[config.mk]
export PLATFORM = sky130hd
export DESIGN_NAME = mem_arbiter_flat
export DESIGN_NICKNAME = d
export VERILOG_FILES = /design/src/rtl/mem_arbiter_if.sv /design/src/rtl/mem_arbiter.sv /design/src/flat_wrapper.sv
export SDC_FILE = /design/constraint.sdc
export NUM_CORES = 1
export LEC_CHECK = 0
export CAP_MARGIN = 40
export CORE_AREA = 2 2 129 131
export CTS_CLUSTER_DIAMETER = 120
export DETAILED_ROUTE_END_ITERATION = 10
export DIE_AREA = 0 0 131 133
export PLACE_DENSITY = 0.76
export SLEW_MARGIN = 20
export SYNTH_ARGS = -nofsm -noshare
export SYNTH_HDL_FRONTEND = slang
export SYNTH_SLANG_ARGS = --single-unit
[constraint.sdc]
create_clock -name CLK -period 6.1 [get_ports CLK]
set_input_delay 0.915 -clock CLK [delete_from_list [all_inputs] [get_ports CLK]]
set_output_delay 0.915 -clock CLK [all_outputs]
set_load 0.01 [all_outputs]
[src/rtl/mem_arbiter_if.sv]
// rtl/mem_arbiter_if.sv - cache control and RAM port bundle for mem_arbiter
interface mem_arbiter_if;
  // icache side
  logic        iREN;
  logic [31:0] iaddr;
  logic        iwait;
  logic [31:0] iload;
  // dcache side
  logic        dREN;
  logic        dWEN;
  logic [31:0] daddr;
  logic [31:0] dstore;
  logic        dwait;
  logic [31:0] dload;
  // RAM side
  logic        ramREN;
  logic        ramWEN;
  logic [31:0] ramaddr;
  logic [31:0] ramstore;
  logic [31:0] ramload;
  logic [1:0]  ramstate;
  // performance counters
  logic [31:0] dcount;
  logic [31:0] icount;

  // arbiter view
  modport slave (
    input  iREN, iaddr, dREN, dWEN, daddr, dstore, ramload, ramstate,
    output iwait, iload, dwait, dload, ramREN, ramWEN, ramaddr, ramstore,
           dcount, icount
  );

  // cache pair plus RAM model view
  modport master (
    output iREN, iaddr, dREN, dWEN, daddr, dstore, ramload, ramstate,
    input  iwait, iload, dwait, dload, ramREN, ramWEN, ramaddr, ramstore,
           dcount, icount
  );
endinterface

[src/rtl/mem_arbiter.sv]
// rtl/mem_arbiter.sv - icache/dcache arbiter onto a single RAM port
module mem_arbiter (
  input logic          CLK,
  input logic          nRST,
  mem_arbiter_if.slave ccif
);

  localparam logic [1:0] RAM_ACCESS = 2'd2;

  typedef enum logic [1:0] {
    IDLE   = 2'd0,
    DGRANT = 2'd1,
    IGRANT = 2'd2
  } state_t;

  typedef enum logic {
    LAST_I = 1'b0,
    LAST_D = 1'b1
  } last_t;

  state_t      state;
  last_t       last;
  logic [31:0] dcount_q;
  logic [31:0] icount_q;
  logic        dreq;
  logic        ireq;
  logic        ram_done;

  assign dreq     = ccif.dREN | ccif.dWEN;
  assign ireq     = ccif.iREN;
  assign ram_done = (ccif.ramstate == RAM_ACCESS);

  // Grant FSM: a grant is held until its owner drops every request, so bursts are never split.
  always_ff @(posedge CLK or negedge nRST) begin
    if (!nRST) begin
      state <= IDLE;
      last  <= LAST_I;
    end else begin
      case (state)
        IDLE: begin
          if (dreq && ireq) begin
            state <= (last == LAST_I) ? DGRANT : IGRANT;
          end else if (dreq) begin
            state <= DGRANT;
          end else if (ireq) begin
            state <= IGRANT;
          end
        end
        DGRANT: begin
          if (!dreq) begin
            if (ireq) begin
              state <= IGRANT;
              last  <= LAST_D;
            end else begin
              state <= IDLE;
            end
          end
        end
        IGRANT: begin
          if (!ireq) begin
            if (dreq) begin
              state <= DGRANT;
              last  <= LAST_I;
            end else begin
              state <= IDLE;
            end
          end
        end
        default: state <= IDLE;
      endcase
    end
  end

  // Completed-word counters; a word only counts while its owner still requests it.
  always_ff @(posedge CLK or negedge nRST) begin
    if (!nRST) begin
      dcount_q <= '0;
      icount_q <= '0;
    end else begin
      if (state == DGRANT && ram_done && dreq) begin
        dcount_q <= dcount_q + 32'd1;
      end
      if (state == IGRANT && ram_done && ireq) begin
        icount_q <= icount_q + 32'd1;
      end
    end
  end

  // RAM port mux and per-side responses; strobes follow the live request so a release drops them at once.
  always_comb begin
    ccif.ramREN   = 1'b0;
    ccif.ramWEN   = 1'b0;
    ccif.ramaddr  = '0;
    ccif.ramstore = '0;
    ccif.dwait    = 1'b1;
    ccif.dload    = '0;
    ccif.iwait    = 1'b1;
    ccif.iload    = '0;
    case (state)
      DGRANT: begin
        ccif.ramWEN   = ccif.dWEN;
        ccif.ramREN   = ccif.dREN & ~ccif.dWEN;
        ccif.ramaddr  = ccif.daddr;
        ccif.ramstore = ccif.dstore;
        ccif.dload    = ccif.ramload;
        ccif.dwait    = ~ram_done;
      end
      IGRANT: begin
        ccif.ramREN   = ccif.iREN;
        ccif.ramaddr  = ccif.iaddr;
        ccif.iload    = ccif.ramload;
        ccif.iwait    = ~ram_done;
      end
      default: begin
      end
    endcase
  end

  assign ccif.dcount = dcount_q;
  assign ccif.icount = icount_q;

endmodule

[src/flat_wrapper.sv]
// flat-port wrapper written by rule: the top's interface ports become plain ports
module mem_arbiter_flat 
  (CLK, nRST, ccif_iREN, ccif_iaddr, ccif_dREN, ccif_dWEN, ccif_daddr, ccif_dstore, ccif_ramload, ccif_ramstate, ccif_iwait, ccif_iload, ccif_dwait, ccif_dload, ccif_ramREN, ccif_ramWEN, ccif_ramaddr, ccif_ramstore, ccif_dcount, ccif_icount);
  mem_arbiter_if ccif_i ();
  input logic CLK;
  input logic nRST;
  input wire logic [$bits(ccif_i.iREN)-1:0] ccif_iREN;
  input wire logic [$bits(ccif_i.iaddr)-1:0] ccif_iaddr;
  input wire logic [$bits(ccif_i.dREN)-1:0] ccif_dREN;
  input wire logic [$bits(ccif_i.dWEN)-1:0] ccif_dWEN;
  input wire logic [$bits(ccif_i.daddr)-1:0] ccif_daddr;
  input wire logic [$bits(ccif_i.dstore)-1:0] ccif_dstore;
  input wire logic [$bits(ccif_i.ramload)-1:0] ccif_ramload;
  input wire logic [$bits(ccif_i.ramstate)-1:0] ccif_ramstate;
  output wire logic [$bits(ccif_i.iwait)-1:0] ccif_iwait;
  output wire logic [$bits(ccif_i.iload)-1:0] ccif_iload;
  output wire logic [$bits(ccif_i.dwait)-1:0] ccif_dwait;
  output wire logic [$bits(ccif_i.dload)-1:0] ccif_dload;
  output wire logic [$bits(ccif_i.ramREN)-1:0] ccif_ramREN;
  output wire logic [$bits(ccif_i.ramWEN)-1:0] ccif_ramWEN;
  output wire logic [$bits(ccif_i.ramaddr)-1:0] ccif_ramaddr;
  output wire logic [$bits(ccif_i.ramstore)-1:0] ccif_ramstore;
  output wire logic [$bits(ccif_i.dcount)-1:0] ccif_dcount;
  output wire logic [$bits(ccif_i.icount)-1:0] ccif_icount;
  assign ccif_i.iREN = ccif_iREN;
  assign ccif_i.iaddr = ccif_iaddr;
  assign ccif_i.dREN = ccif_dREN;
  assign ccif_i.dWEN = ccif_dWEN;
  assign ccif_i.daddr = ccif_daddr;
  assign ccif_i.dstore = ccif_dstore;
  assign ccif_i.ramload = ccif_ramload;
  assign ccif_i.ramstate = ccif_ramstate;
  assign ccif_iwait = ccif_i.iwait;
  assign ccif_iload = ccif_i.iload;
  assign ccif_dwait = ccif_i.dwait;
  assign ccif_dload = ccif_i.dload;
  assign ccif_ramREN = ccif_i.ramREN;
  assign ccif_ramWEN = ccif_i.ramWEN;
  assign ccif_ramaddr = ccif_i.ramaddr;
  assign ccif_ramstore = ccif_i.ramstore;
  assign ccif_dcount = ccif_i.dcount;
  assign ccif_icount = ccif_i.icount;
  mem_arbiter u_core (.CLK(CLK), .nRST(nRST), .ccif(ccif_i));
endmodule
==> flow_metrics.tcl <==
set metrics [dict create \
    arrival_ps 2720 \
    fillers 1501 \
    worstMarginPinSlew_ps 594 \
    diodes 0 \
    synth_edf_count 0 \
    ys_ff_latch 67 \
    maxCapViolCount 0 \
    num_rows 47 \
    htreeDepth 3 \
    synthArstFlopShare 1.00 \
    crit_type "reg -> out" \
    synth_nets 626 \
    dr_total_vias 4738 \
    finalMaxSlewViolations 0 \
    fp.dieH_um 133 \
    end_kind "output pin" \
    post-route-util 0.509 \
    hp-class "reg -> reg" \
    via_per_inst 4.59 \
    finalHoldViolCount 0 \
    ant_nets 0 \
    max_freq_mhz 275 \
    grt_use_total 0.196 \
    num_io_pins 331 \
    cp_max_fo 54 \
    core-area_um2 16200 \
    dp_hpwl_mm 14.0 \
    clock_skew_ps 9.63 \
    layout-drive-gt1-share 0.0468 \
    total_leakage_power_nw 3.28 \
    ys_types 35 \
    ys.flop_type "dfrtp_1" \
    drt_iter0_drc 183 \
    cts.sink_count 67 \
    grt.overflow.total 0 \
    cts_setup_buffers 0 \
    cts_root_buf "clkbuf_16" \
    area_delta_synth_final_pct 88.8 \
    finalSetupViolations 0 \
    dieWidth_um 131 \
    start_util 0.270 \
    grt_pass1_wl_mm 26.4 \
    firstDrtPassIters 4 \
    wl_mm 17.5 \
    ys_warn_count 0 \
    cts_buffers 9 \
    pre_cts_slack_ps 2740 \
    first_global_vias 4631 \
    period_share 0.596 \
    ys_seq_area_frac 0.384 \
    io_buffers 330 \
    hold_ws_ps 470 \
    power.density_nw_per_um2 285 \
    antenna_found_initial 0 \
    routabilityCongestion 0.839 \
    status "finished clean" \
    worst_slew_margin_rel 0.600 \
    drc 0 \
    cts_resized 0 \
    finalWorstSetupSlack_ps 2470 \
    fin_crit_ps 3630 \
    start_kind "register" \
    clock_latency_ps 330 \
    wl_per_cell_um 16.9 \
    netlist_area_um2 4360 \
    final_nets 948 \
    grt_start_max_net_pins 68 \
    avgSynthCellArea_um2 9.00 \
    fp.dieArea_um2 17400 \
    clock_path_buffers 2 \
    worstPathRequired_ps 5180 \
    rrSetupSlack_ps 3300 \
    cts_tree "yes" \
    peakVddDrop_uv 127 \
    synthCells 485 \
    setup-tns-final_ps 0 \
    rsz0062_at_grt "no" \
    clkTransAtPathRegs_ps 50 \
    holdBufCountCts 0 \
]
==> worst paths after layout <==
check	from	to	cells after the start
worst max register to register	u_core.state[0]	u_core.ccif.icount[22]	7
worst min register to register	u_core.ccif.icount[31]	u_core.ccif.icount[31]	1
worst min-delay path	u_core.ccif.icount[31]	u_core.ccif.icount[31]	1
max in group asynchronous	nRST	u_core.ccif.icount[28]	3
worst max-delay path	u_core.state[0]	ccif_ramaddr[31]	6
min in group asynchronous	nRST	u_core.ccif.dcount[10]	2
==> area by class of cell <==
cell class | count | area [um^2] | area share
inverters | 10 | 37.5 | 0.00456
clock inverters | 4 | 32.5 | 0.00395
well taps | 220 | 275 | 0.0334
repair buffers | 339 | 3400 | 0.413
multi-input cells | 380 | 2550 | 0.309
clock buffers | 12 | 267 | 0.0324
flip-flops and latches | 67 | 1680 | 0.204
==> stage by stage <==
stage               std cells  power, mW  cell area (um^2)
finish                   1032       2.34              8240
CTS                      1031       2.37              8210
detailed placement       1015       1.86              7910
global placement         1012       1.82              7870
floorplan                 485       1.11              4360
global route             1032       2.48              8240
==> cell usage in the layout, fill, tap and decap left out, types with 15 or more instances in the layout <==
cell type	instances
clkdlybuf4s50_1	329
and2_1	97
xnor2_1	43
nand2_1	26
nor3_1	15
nand3_1	24
dfrtp_1	67
a22oi_1	32
nand4_1	24
xor2_1	19
nor2b_1	32
==> critical path, stage by stage (launching register included) <==
cell and delay [ps]:
dfrtp_1 410, inv_1 100, ha_2 390, buf_4 510, a22oi_1 220, nor2b_1 150, clkdlybuf4s50_1 620
==> registers in the layout, summed over array words and instances, names as in the netlist <==
register	cells
u_core.last	1
u_core.ccif.dcount	32
u_core.ccif.icount	32
u_core.state	2
==> power by group <==
| part | total [mW] | internal (mW) | switching (mW) |
|---|---|---|---|
| combinational | 1.34 | 0.739 | 0.597 |
| sequential | 0.508 | 0.473 | 0.0351 |
| clock | 0.500 | 0.310 | 0.190 |
| total | 2.34 | 1.52 | 0.822 |
==> synthesized netlist by cell type, types with 14 or more instances <==
| cell | n | share of area |
|---|---|---|
| a22oi_1 | 32 | 0.055 |
| nand4_1 | 24 | 0.034 |
| clkbuf_1 | 25 | 0.022 |
| nor3_1 | 15 | 0.017 |
| nand3_1 | 24 | 0.028 |
| xnor2_1 | 43 | 0.086 |
| nor2_1 | 14 | 0.012 |
| xor2_1 | 19 | 0.038 |
| dfrtp_1 | 67 | 0.38 |
| and2_1 | 97 | 0.14 |
| nor2b_1 | 32 | 0.046 |
| nand2_1 | 26 | 0.022 |
==> metal layers <==
metal  GRT usage  part of all wire  vias to the layer above
met5           0                 0                        -
li1            -                 -                     2303
met2       0.328              0.50                      196
met1       0.223              0.38                     2209
met4      0.0745             0.030                        0
met3      0.0793             0.088                       30
==> cell families (layout without fill, tap and decap cells) <==
| kind of cell | count (synthesis) | after routing | share of synthesized area |
|---|---|---|---|
| XOR/XNOR | 62 | 62 | 0.124 |
| adder cells (fa/ha/maj) | 6 | 6 | 0.0172 |
| AND/OR/NAND/NOR | 265 | 265 | 0.361 |
| flip-flops | 67 | 67 | 0.384 |
| buffers and inverters | 38 | 365 | 0.0335 |
| multiplexers | 3 | 3 | 0.00774 |
| AO/OA/AOI/OAI | 44 | 44 | 0.0720 |
Note: power is estimated with default switching activity, not from simulation.
